===== src/rtl/parity_frame_ctrl.sv =====
// parity_frame_ctrl
//   Serialises DATA_W-bit words, LSB first, one bit per clock, and appends one
//   parity bit per frame (even or odd, chosen per word at accept time).
//   Words are accepted over a valid/ready handshake. A word offered during the
//   parity cycle is taken straight away, so frames can run back to back with no gap.
//
//   Optional feature macro: PARITY_STATS_EN. When it is defined, the design adds
//   the STAT_W parameter, the frame_cnt port and a wrapping completed-frame counter.
//
// Ports
//   clk        in   rising-edge clock
//   rst_n      in   asynchronous reset, active low
//   in_valid   in   producer has a word on in_data
//   in_data    in   word to serialise (sampled on accept only)
//   odd_mode   in   1 = odd parity, 0 = even (sampled on accept only)
//   in_ready   out  controller can take a word this cycle
//   ser_out    out  serial bit (data LSB first, then parity); 0 when idle
//   ser_valid  out  ser_out carries a frame bit
//   ser_first  out  high with data bit 0 of each frame
//   ser_last   out  high with the parity bit of each frame
//   busy       out  frame in progress
//   frame_cnt  out  completed frames, wraps (PARITY_STATS_EN only)
module parity_frame_ctrl #(
    parameter int unsigned DATA_W = 8
`ifdef PARITY_STATS_EN
    ,
    parameter int unsigned STAT_W = 16
`endif
) (
    input  logic              clk,
    input  logic              rst_n,
    input  logic              in_valid,
    input  logic [DATA_W-1:0] in_data,
    input  logic              odd_mode,
    output logic              in_ready,
    output logic              ser_out,
    output logic              ser_valid,
    output logic              ser_first,
    output logic              ser_last,
    output logic              busy
`ifdef PARITY_STATS_EN
    ,
    output logic [STAT_W-1:0] frame_cnt
`endif
);

    localparam int unsigned       CNT_W    = (DATA_W > 1) ? $clog2(DATA_W) : 1;
    localparam logic [CNT_W-1:0]  LAST_CNT = CNT_W'(DATA_W - 1);

    typedef enum logic [1:0] {
        IDLE,
        SHIFT,
        PARITY
    } state_e;

    state_e            state_q,     state_d;
    logic [DATA_W-1:0] shift_q,     shift_d;
    logic [CNT_W-1:0]  cnt_q,       cnt_d;
    logic              par_q,       par_d;
    logic              ser_out_q,   ser_out_d;
    logic              ser_valid_q, ser_valid_d;
    logic              ser_first_q, ser_first_d;
    logic              ser_last_q,  ser_last_d;
    logic              busy_q,      busy_d;
`ifdef PARITY_STATS_EN
    logic [STAT_W-1:0] frame_cnt_q, frame_cnt_d;
`endif

    logic accept;

    always_comb begin
        in_ready = (state_q == IDLE) || (state_q == PARITY);
        accept   = in_valid && in_ready;
    end

    // Next-state / datapath. The parity accumulator starts at odd_mode so that
    // after all data bits are folded in it already holds the bit to transmit.
    always_comb begin
        state_d = state_q;
        shift_d = shift_q;
        cnt_d   = cnt_q;
        par_d   = par_q;

        unique case (state_q)
            IDLE: begin
                if (accept) begin
                    state_d = SHIFT;
                    shift_d = in_data;
                    par_d   = odd_mode;
                    cnt_d   = '0;
                end
            end
            SHIFT: begin
                shift_d = shift_q >> 1;
                par_d   = par_q ^ shift_q[0];
                if (cnt_q == LAST_CNT) begin
                    state_d = PARITY;
                end else begin
                    cnt_d = cnt_q + 1'b1;
                end
            end
            PARITY: begin
                if (accept) begin
                    state_d = SHIFT;
                    shift_d = in_data;
                    par_d   = odd_mode;
                    cnt_d   = '0;
                end else begin
                    state_d = IDLE;
                end
            end
            default: begin
                state_d = IDLE;
            end
        endcase
    end

    // Outputs are registered: they are derived from the next-state values so the
    // flop contents line up with the state they describe in the following cycle.
    always_comb begin
        ser_valid_d = (state_d != IDLE);
        busy_d      = (state_d != IDLE);
        ser_first_d = (state_d == SHIFT) && (cnt_d == '0);
        ser_last_d  = (state_d == PARITY);
        ser_out_d   = 1'b0;
        if (state_d == SHIFT) begin
            ser_out_d = shift_d[0];
        end else if (state_d == PARITY) begin
            ser_out_d = par_d;
        end
    end

`ifdef PARITY_STATS_EN
    always_comb begin
        frame_cnt_d = frame_cnt_q + STAT_W'(state_q == PARITY);
    end
`endif

    always_ff @(posedge clk or negedge rst_n) begin
        if (!rst_n) begin
            state_q     <= IDLE;
            shift_q     <= '0;
            cnt_q       <= '0;
            par_q       <= 1'b0;
            ser_out_q   <= 1'b0;
            ser_valid_q <= 1'b0;
            ser_first_q <= 1'b0;
            ser_last_q  <= 1'b0;
            busy_q      <= 1'b0;
`ifdef PARITY_STATS_EN
            frame_cnt_q <= '0;
`endif
        end else begin
            state_q     <= state_d;
            shift_q     <= shift_d;
            cnt_q       <= cnt_d;
            par_q       <= par_d;
            ser_out_q   <= ser_out_d;
            ser_valid_q <= ser_valid_d;
            ser_first_q <= ser_first_d;
            ser_last_q  <= ser_last_d;
            busy_q      <= busy_d;
`ifdef PARITY_STATS_EN
            frame_cnt_q <= frame_cnt_d;
`endif
        end
    end

    always_comb begin
        ser_out   = ser_out_q;
        ser_valid = ser_valid_q;
        ser_first = ser_first_q;
        ser_last  = ser_last_q;
        busy      = busy_q;
`ifdef PARITY_STATS_EN
        frame_cnt = frame_cnt_q;
`endif
    end

endmodule

===== config.mk =====
export PLATFORM = sky130hd
export DESIGN_NAME = parity_frame_ctrl
export DESIGN_NICKNAME = d
export VERILOG_FILES = /design/src/rtl/parity_frame_ctrl.sv
export SDC_FILE = /design/constraint.sdc
export NUM_CORES = 1
export LEC_CHECK = 0
export ABC_AREA = 1
export CAP_MARGIN = 20
export CORE_MARGIN = 2
export CORE_UTILIZATION = 25
export DETAILED_ROUTE_END_ITERATION = 10
export PLACE_DENSITY = 0.46
export SLEW_MARGIN = 20
export SYNTH_ARGS = -nofsm -noshare
export SYNTH_HDL_FRONTEND = slang
export SYNTH_SLANG_ARGS = --single-unit

===== constraint.sdc =====
create_clock -name clk -period 1.1 [get_ports clk]
set_input_delay 0.165 -clock clk [delete_from_list [all_inputs] [get_ports clk]]
set_output_delay 0.165 -clock clk [all_outputs]
set_load 0.05 [all_outputs]

==> impl_metrics.py, run 1 <==
metrics = {
    "sta": {
        "fin_worst_hold_slack_ns": 0.189,
        "fin_skew_ns": 0.0114,
        "setup_viol": 5,
        "clock.fmax_ghz": 0.865,
        "rsz0062_at_grt": "true",
        "fin_crit_sh_pct": 105,
        "maxSlewViolCount": 0,
        "finalHoldViolCount": 0,
        "timing.final.ws_setup_ns": -0.0567,
        "period_needed_ns": 1.16,
        "worstMarginPinSlew_ns": 0.242,
        "slew-limit-headroom_pct": 83.9,
    },
    "drt": {
        "detail_route.wl_per_cell_um": 10.9,
        "wl_um": 1810,
        "drc_errors": 0,
        "via_count": 688,
        "ant_nets": 0,
        "viasPerCell": 4.14,
        "drt_iter0_drc": 27,
        "dr.pass1.iters": 4,
    },
    "die": {
        "die-area_um2": 3850,
        "core_area_um2": 3280,
        "fp.dieW_um": 62.1,
        "io_pins": 18,
        "die_h_um": 62.1,
        "rows": 21,
        "start_util_pct": 25.7,
    },
    "outcome": {
        "status": "finished, violations left",
        "violations": "setup timing",
    },
    "placement": {
        "portBuffers": 17,
        "place_inst": 158,
        "dp_hpwl_um": 1340,
        "pre_cts_slack_ns": -0.211,
        "gp_congestion": 0.756,
        "dpl_cell_area_um2": 1170,
    },
    "grt": {
        "grt_first_pass_wirelength_um": 3010,
        "grt-ovfl-total": 0,
        "grt_max_degree": 19,
        "grt_util_all_layers_pct": 11.0,
        "grt_pass1_vias": 681,
        "antenna_found_initial": 0,
    },
    "cells_and_area": {
        "ff_latch_area_um2": 450,
        "fin_nets": 134,
        "drive_gt1_share_pct": 38.3,
        "multi_input_area_um2": 379,
        "syn_to_final_growth_pct": 57.9,
        "final_cell_area_um2": 1330,
        "diodes": 0,
        "fillCellCount": 332,
        "final_cells": 166,
    },
    "logic_synthesis": {
        "synth_common_cells": "dfrtp_1, nand3_1, nand2_1, inv_1, o221ai_1",
        "synth_edf_count": 0,
        "avgSynthCellArea_um2": 9.58,
        "syn-num-nets": 101,
        "ys.flop_type": "dfrtp_1",
        "synth_area_leaders": "dfrtp_1, nand3_1, nand2_1",
        "yosysWarnings": 0,
        "ys_seq_area_share_pct": 53.4,
        "synth_top_area_share_pct": 53.4,
        "synthArstFlopShare_pct": 100,
        "synth.ff_latch_count": 18,
        "syn_area_um2": 843,
        "synth_most_common_cell": "dfrtp_1",
        "synth_top_area_cell": "dfrtp_1",
        "synthCells": 88,
        "synth_cell_types": 17,
    },
    "critical_path": {
        "cpLargestDelayFamily": "flip-flops",
        "critPathLaunchType": "flip-flop",
        "regToRegStartpoint": "state_q[0]",
        "cp_max_fo": 2,
        "critPathBufInv": 3,
        "worstSetupStartpoint": "state_q[0]",
        "rrSetupSlack_ns": -0.03,
        "cpPeakStageDelay_ns": 0.41,
        "critPathKind": "flip-flop to primary output",
        "crit_chain": "inv_2, buf_6, buf_12",
        "cp.arrival_ns": 0.99,
        "cp_slowest_cell": "dfrtp_1",
        "required_ns": 0.94,
        "worstSetupEndpointType": "primary output",
    },
    "clock_tree": {
        "cts_buffer_depth": 2,
        "htreeDepth": 1,
        "root_buffer": "clkbuf_4",
        "clock_sinks": 18,
        "tritoncts": "done",
        "cts_inserted_buffers": 3,
        "insertion_delay_ns": 0.30,
        "clk_pin_slew_ns": 0.11,
    },
    "job": {
        "drv_cap": 0,
    },
    "power_and_ir_drop": {
        "leakagePower_nw": 0.622,
        "vdd_ir_drop_max_v": 0.000752,
        "cellPowerDensity_nw_per_um2": 3070,
        "power_w": 0.00409,
    },
    "hold_path": {
        "hold_class": "primary input to asynchronous set/reset pin",
    },
}
[state kept, by name (all words and copies together) (netlist names)]
name       flops
shift_q        8
ser_first      1
ser_last       1
state_q        2
par_q          1
busy           1
cnt_q          3
ser_out        1
[layout by cell type (no fill, tap or decap), types with 3 or more instances in the layout]
master,instances
dfrtp_1,18
nand2_1,14
buf_4,13
nand3_1,12
inv_1,11
clkdlybuf4s50_1,11
buf_12,6
nand3_2,5
inv_2,3
nand2_8,3
nor2_1,3
o221ai_1,3
clkbuf_4,3
[report_power, final]
group          switching (W)  total [W]  internal, W
combinational        0.00134    0.00252      0.00118
clock               0.000215   0.000417     0.000202
sequential          0.000187    0.00115     0.000960
[per-layer routing]
layer,routed length [µm],track usage (%),vias to the layer above,part of all wire (%)
met3,63,2.07,0,3.5
met2,918,17.7,11,51
met5,0,0,-,0
met4,0,5.47,0,0
li1,-,-,356,-
met1,829,14.0,321,46
[per-stage QoR]
step | TNS [ns] | util, %
5_1_grt | -0.710 | 40.5
2_1_floorplan | 0 | -
4_1_cts | -0.235 | 39.7
3_3_place_gp | -1.57 | 35.8
3_5_place_dp | -1.71 | 35.8
6_report | -0.125 | 40.5
[area by class of cell]
class	instances	share of cell area (%)
sequential	18	33.8
clock buffer	4	2.73
inverter	15	4.32
timing repair buffer	32	26.3
multi-input combinational	51	28.5
tap	46	4.32
[worst paths after layout]
path / endpoint / cells past startpoint
setup / recovery: in_ready / 3
hold / removal: ser_out / 2
setup reg to reg: shift_q[3] / 6
hold reg to reg: shift_q[1] / 2
max in group asynchronous: state_q[0] / 2
min in group clk: shift_q[7] / 3
[kinds of logic (layout without fill, tap and decap cells)]
kind of cell	Yosys count	after routing	synth area share, %
AOI/OAI and AO/OA	8	8	7.27
adders and majority gates	1	1	1.48
buffers and inverters	19	51	11.7
DFF	18	18	53.4
and+or+nand+nor	42	42	26.1
[repair_timing]
| item | CTS | global route |
|---|---|---|
| pin swaps | 7 | 1 |
| gates resized for setup | 16 | 4 |
| cloned | 0 | 0 |
| buffers inserted | 3 | 1 |
| setup endpoints to repair | 11 | 11 |
| hold buffers | 0 | 0 |
(Power assumes the default switching activity.)
==> run 2: changes to the inputs <==
--- a/config.mk
+++ b/config.mk
@@ -9,6 +9,7 @@
 export CAP_MARGIN = 20
 export CORE_MARGIN = 2
 export CORE_UTILIZATION = 25
+export CTS_BUF_LIST = sky130_fd_sc_hd__clkbuf_8 sky130_fd_sc_hd__clkbuf_16
 export DETAILED_ROUTE_END_ITERATION = 10
 export PLACE_DENSITY = 0.46
 export SLEW_MARGIN = 20
==> run 2 against run 1 <==
Against the previous run:
- the run still ends with setup timing left
- sequential cell count unchanged
- global-route usage grew 0.30 points
- register-to-register slack improved by 0.02 ns
- count of clock-buffer cells in the layout unchanged
- critical endpoint unchanged
- largest cell class unchanged
- highest routed layer is now met4
==> impl_metrics.py, run 2 (synthesis results as in run 1) <==
metrics = {
    "cells_and_area": {
        "diodes": 0,
        "drive_gt1_share_pct": 41.8,
        "largestRegisters": "shift_q (8), cnt_q (3), state_q (2)",
        "fin_nets": 136,
        "syn_to_final_growth_pct": 61.0,
        "final_core_util_pct": 41.3,
        "largest_register_ffs": 8,
        "most-common-layout-cells": "dfrtp_1, buf_4, nand3_1",
        "final_common_cell": "dfrtp_1",
        "largest-register": "shift_q",
        "fillCellCount": 334,
    },
    "drt": {
        "viasPerCell": 4.16,
        "wl_um": 1880,
        "ant_nets": 0,
        "via_count": 699,
        "drc_errors": 0,
        "detail_route.wl_per_cell_um": 11.2,
        "dr.pass1.iters": 2,
        "drt_iter0_drc": 30,
    },
    "die": {
        "start_util_pct": 25.7,
        "die-area_um2": 3850,
        "rows": 21,
        "io_pins": 18,
        "fp.dieW_um": 62.1,
        "core_area_um2": 3280,
        "die_h_um": 62.1,
    },
    "sta": {
        "period_needed_ns": 1.15,
        "fin_crit_sh_pct": 105,
        "rsz0062_at_grt": "true",
        "finalHoldViolCount": 0,
        "setup_viol": 3,
        "maxSlewViolCount": 0,
        "fin_setup_tns_ns": -0.0676,
        "slew-limit-headroom_pct": 84.2,
        "fin_skew_ns": 0.00335,
        "worstMarginPinSlew_ns": 0.236,
        "timing.final.ws_setup_ns": -0.0537,
        "fin_worst_hold_slack_ns": 0.242,
        "clock.fmax_ghz": 0.867,
    },
    "grt": {
        "grt_max_degree": 19,
        "antenna_found_initial": 0,
        "grt_util_all_layers_pct": 11.3,
        "grt_pass1_vias": 694,
        "grt-ovfl-total": 0,
        "grt_first_pass_wirelength_um": 3070,
    },
    "clock_tree": {
        "root_buffer": "clkbuf_8",
        "insertion_delay_ns": 0.25,
        "cts_inserted_buffers": 3,
        "htreeDepth": 1,
        "cts_buffer_depth": 2,
        "clk_pin_slew_ns": 0.07,
        "tritoncts": "done",
        "clock_sinks": 18,
        "ctsHoldBuffers": 0,
    },
    "critical_path": {
        "worstSetupStartpoint": "state_q[0]",
        "critPathBufInv": 3,
        "required_ns": 0.94,
        "worstSetupEndpointType": "primary output",
        "critPathLaunchType": "flip-flop",
        "cp.arrival_ns": 0.99,
        "cpPeakStageDelay_ns": 0.39,
        "regToRegStartpoint": "cnt_q[1]",
        "critPathKind": "flip-flop to primary output",
        "cp_slowest_cell": "dfrtp_1",
        "cp_max_fo": 3,
        "cpLargestDelayFamily": "flip-flops",
        "crit_chain": "inv_2, buf_6, buf_12",
    },
    "power_and_ir_drop": {
        "leakagePower_nw": 0.641,
        "vdd_ir_drop_max_v": 0.000728,
        "p_switching_w": 0.00179,
        "seq_power_share_pct": 26.6,
        "cellPowerDensity_nw_per_um2": 3170,
        "internal_power_w": 0.00250,
        "clkPwrFrac_pct": 12.7,
        "swShare_pct": 41.7,
        "p_comb_share_pct": 60.6,
    },
    "placement": {
        "portBuffers": 17,
        "dp_hpwl_um": 1340,
        "pre_cts_slack_ns": -0.211,
        "gp_congestion": 0.756,
    },
    "outcome": {
        "violations": "setup timing",
        "status": "finished, violations left",
    },
    "hold_path": {
        "hold_class": "primary input to asynchronous set/reset pin",
    },
    "job": {
        "drv_cap": 0,
    },
}
## run 2: cell count changes in the layout (fill, tap and decap cells not counted)
cell	delta
nand2_8	-1
o221ai_2	+2
clkbuf_8	+3
nand2_2	+2
nand3_1	+1
buf_4	+3
o221ai_1	-2
nand2_4	+1
buf_6	-1
nand2_1	-2
nand3_4	-1
clkbuf_4	-3
## run 2: power by group through the flow
stage | registers, W | clock network (W) | logic, W
floorplan | 0.00128 | 0 | 0.00117
global placement | 0.00116 | 0 | 0.00208
finish | 0.00115 | 0.000547 | 0.00260
detailed placement | 0.00116 | 0 | 0.00210
global route | 0.00118 | 0.000597 | 0.00285
CTS | 0.00114 | 0.000562 | 0.00245
## run 2: path summary, 6_finish.rpt
| kind | endpoint | slack (ns) | depth (start not counted) |
|---|---|---|---|
| worst min-delay path | ser_out | 0.24 | 2 |
| worst max register to register | ser_first | -0.01 | 7 |
| worst min register to register | shift_q[1] | 0.53 | 2 |
| worst max-delay path | in_ready | -0.05 | 3 |
| max in group asynchronous | state_q[0] | 0.66 | 2 |
| min in group clk | shift_q[7] | 0.49 | 3 |
## run 2: area by class of cell
type	instances	area, µm²	share of cell area (%)
Sequential cell	18	450	33.2
Multi-Input combinational cell	51	375	27.6
Timing Repair Buffer	34	362	26.6
Inverter	15	57.6	4.24
Tap cell	46	57.6	4.24
Clock buffer	4	55.1	4.06
## run 2: stage by stage
step,total power [W],area (µm²),instances
3_3_place_gp,0.00324,1170,158
5_1_grt,0.00462,1360,168
2_1_floorplan,0.00245,846,88
6_report,0.00430,1360,168
3_5_place_dp,0.00326,1170,158
4_1_cts,0.00416,1320,165
## run 2: metal layers
layer	vias up	share of wire, %	GRT usage [%]	wire, µm
met5	-	0	0	0
met4	0	2.0	6.38	38
met3	4	3.2	2.07	60
met2	13	51	18.2	966
met1	326	43	14.1	813
li1	356	-	-	-
## run 2: repair_timing
action / 4_1_cts / 5_1_grt
hold endpoints to repair: 0 / 0
resized for setup: 15 / 5
pin swaps: 3 / 0
setup endpoints to repair: 8 / 10
setup buffers: 3 / 3
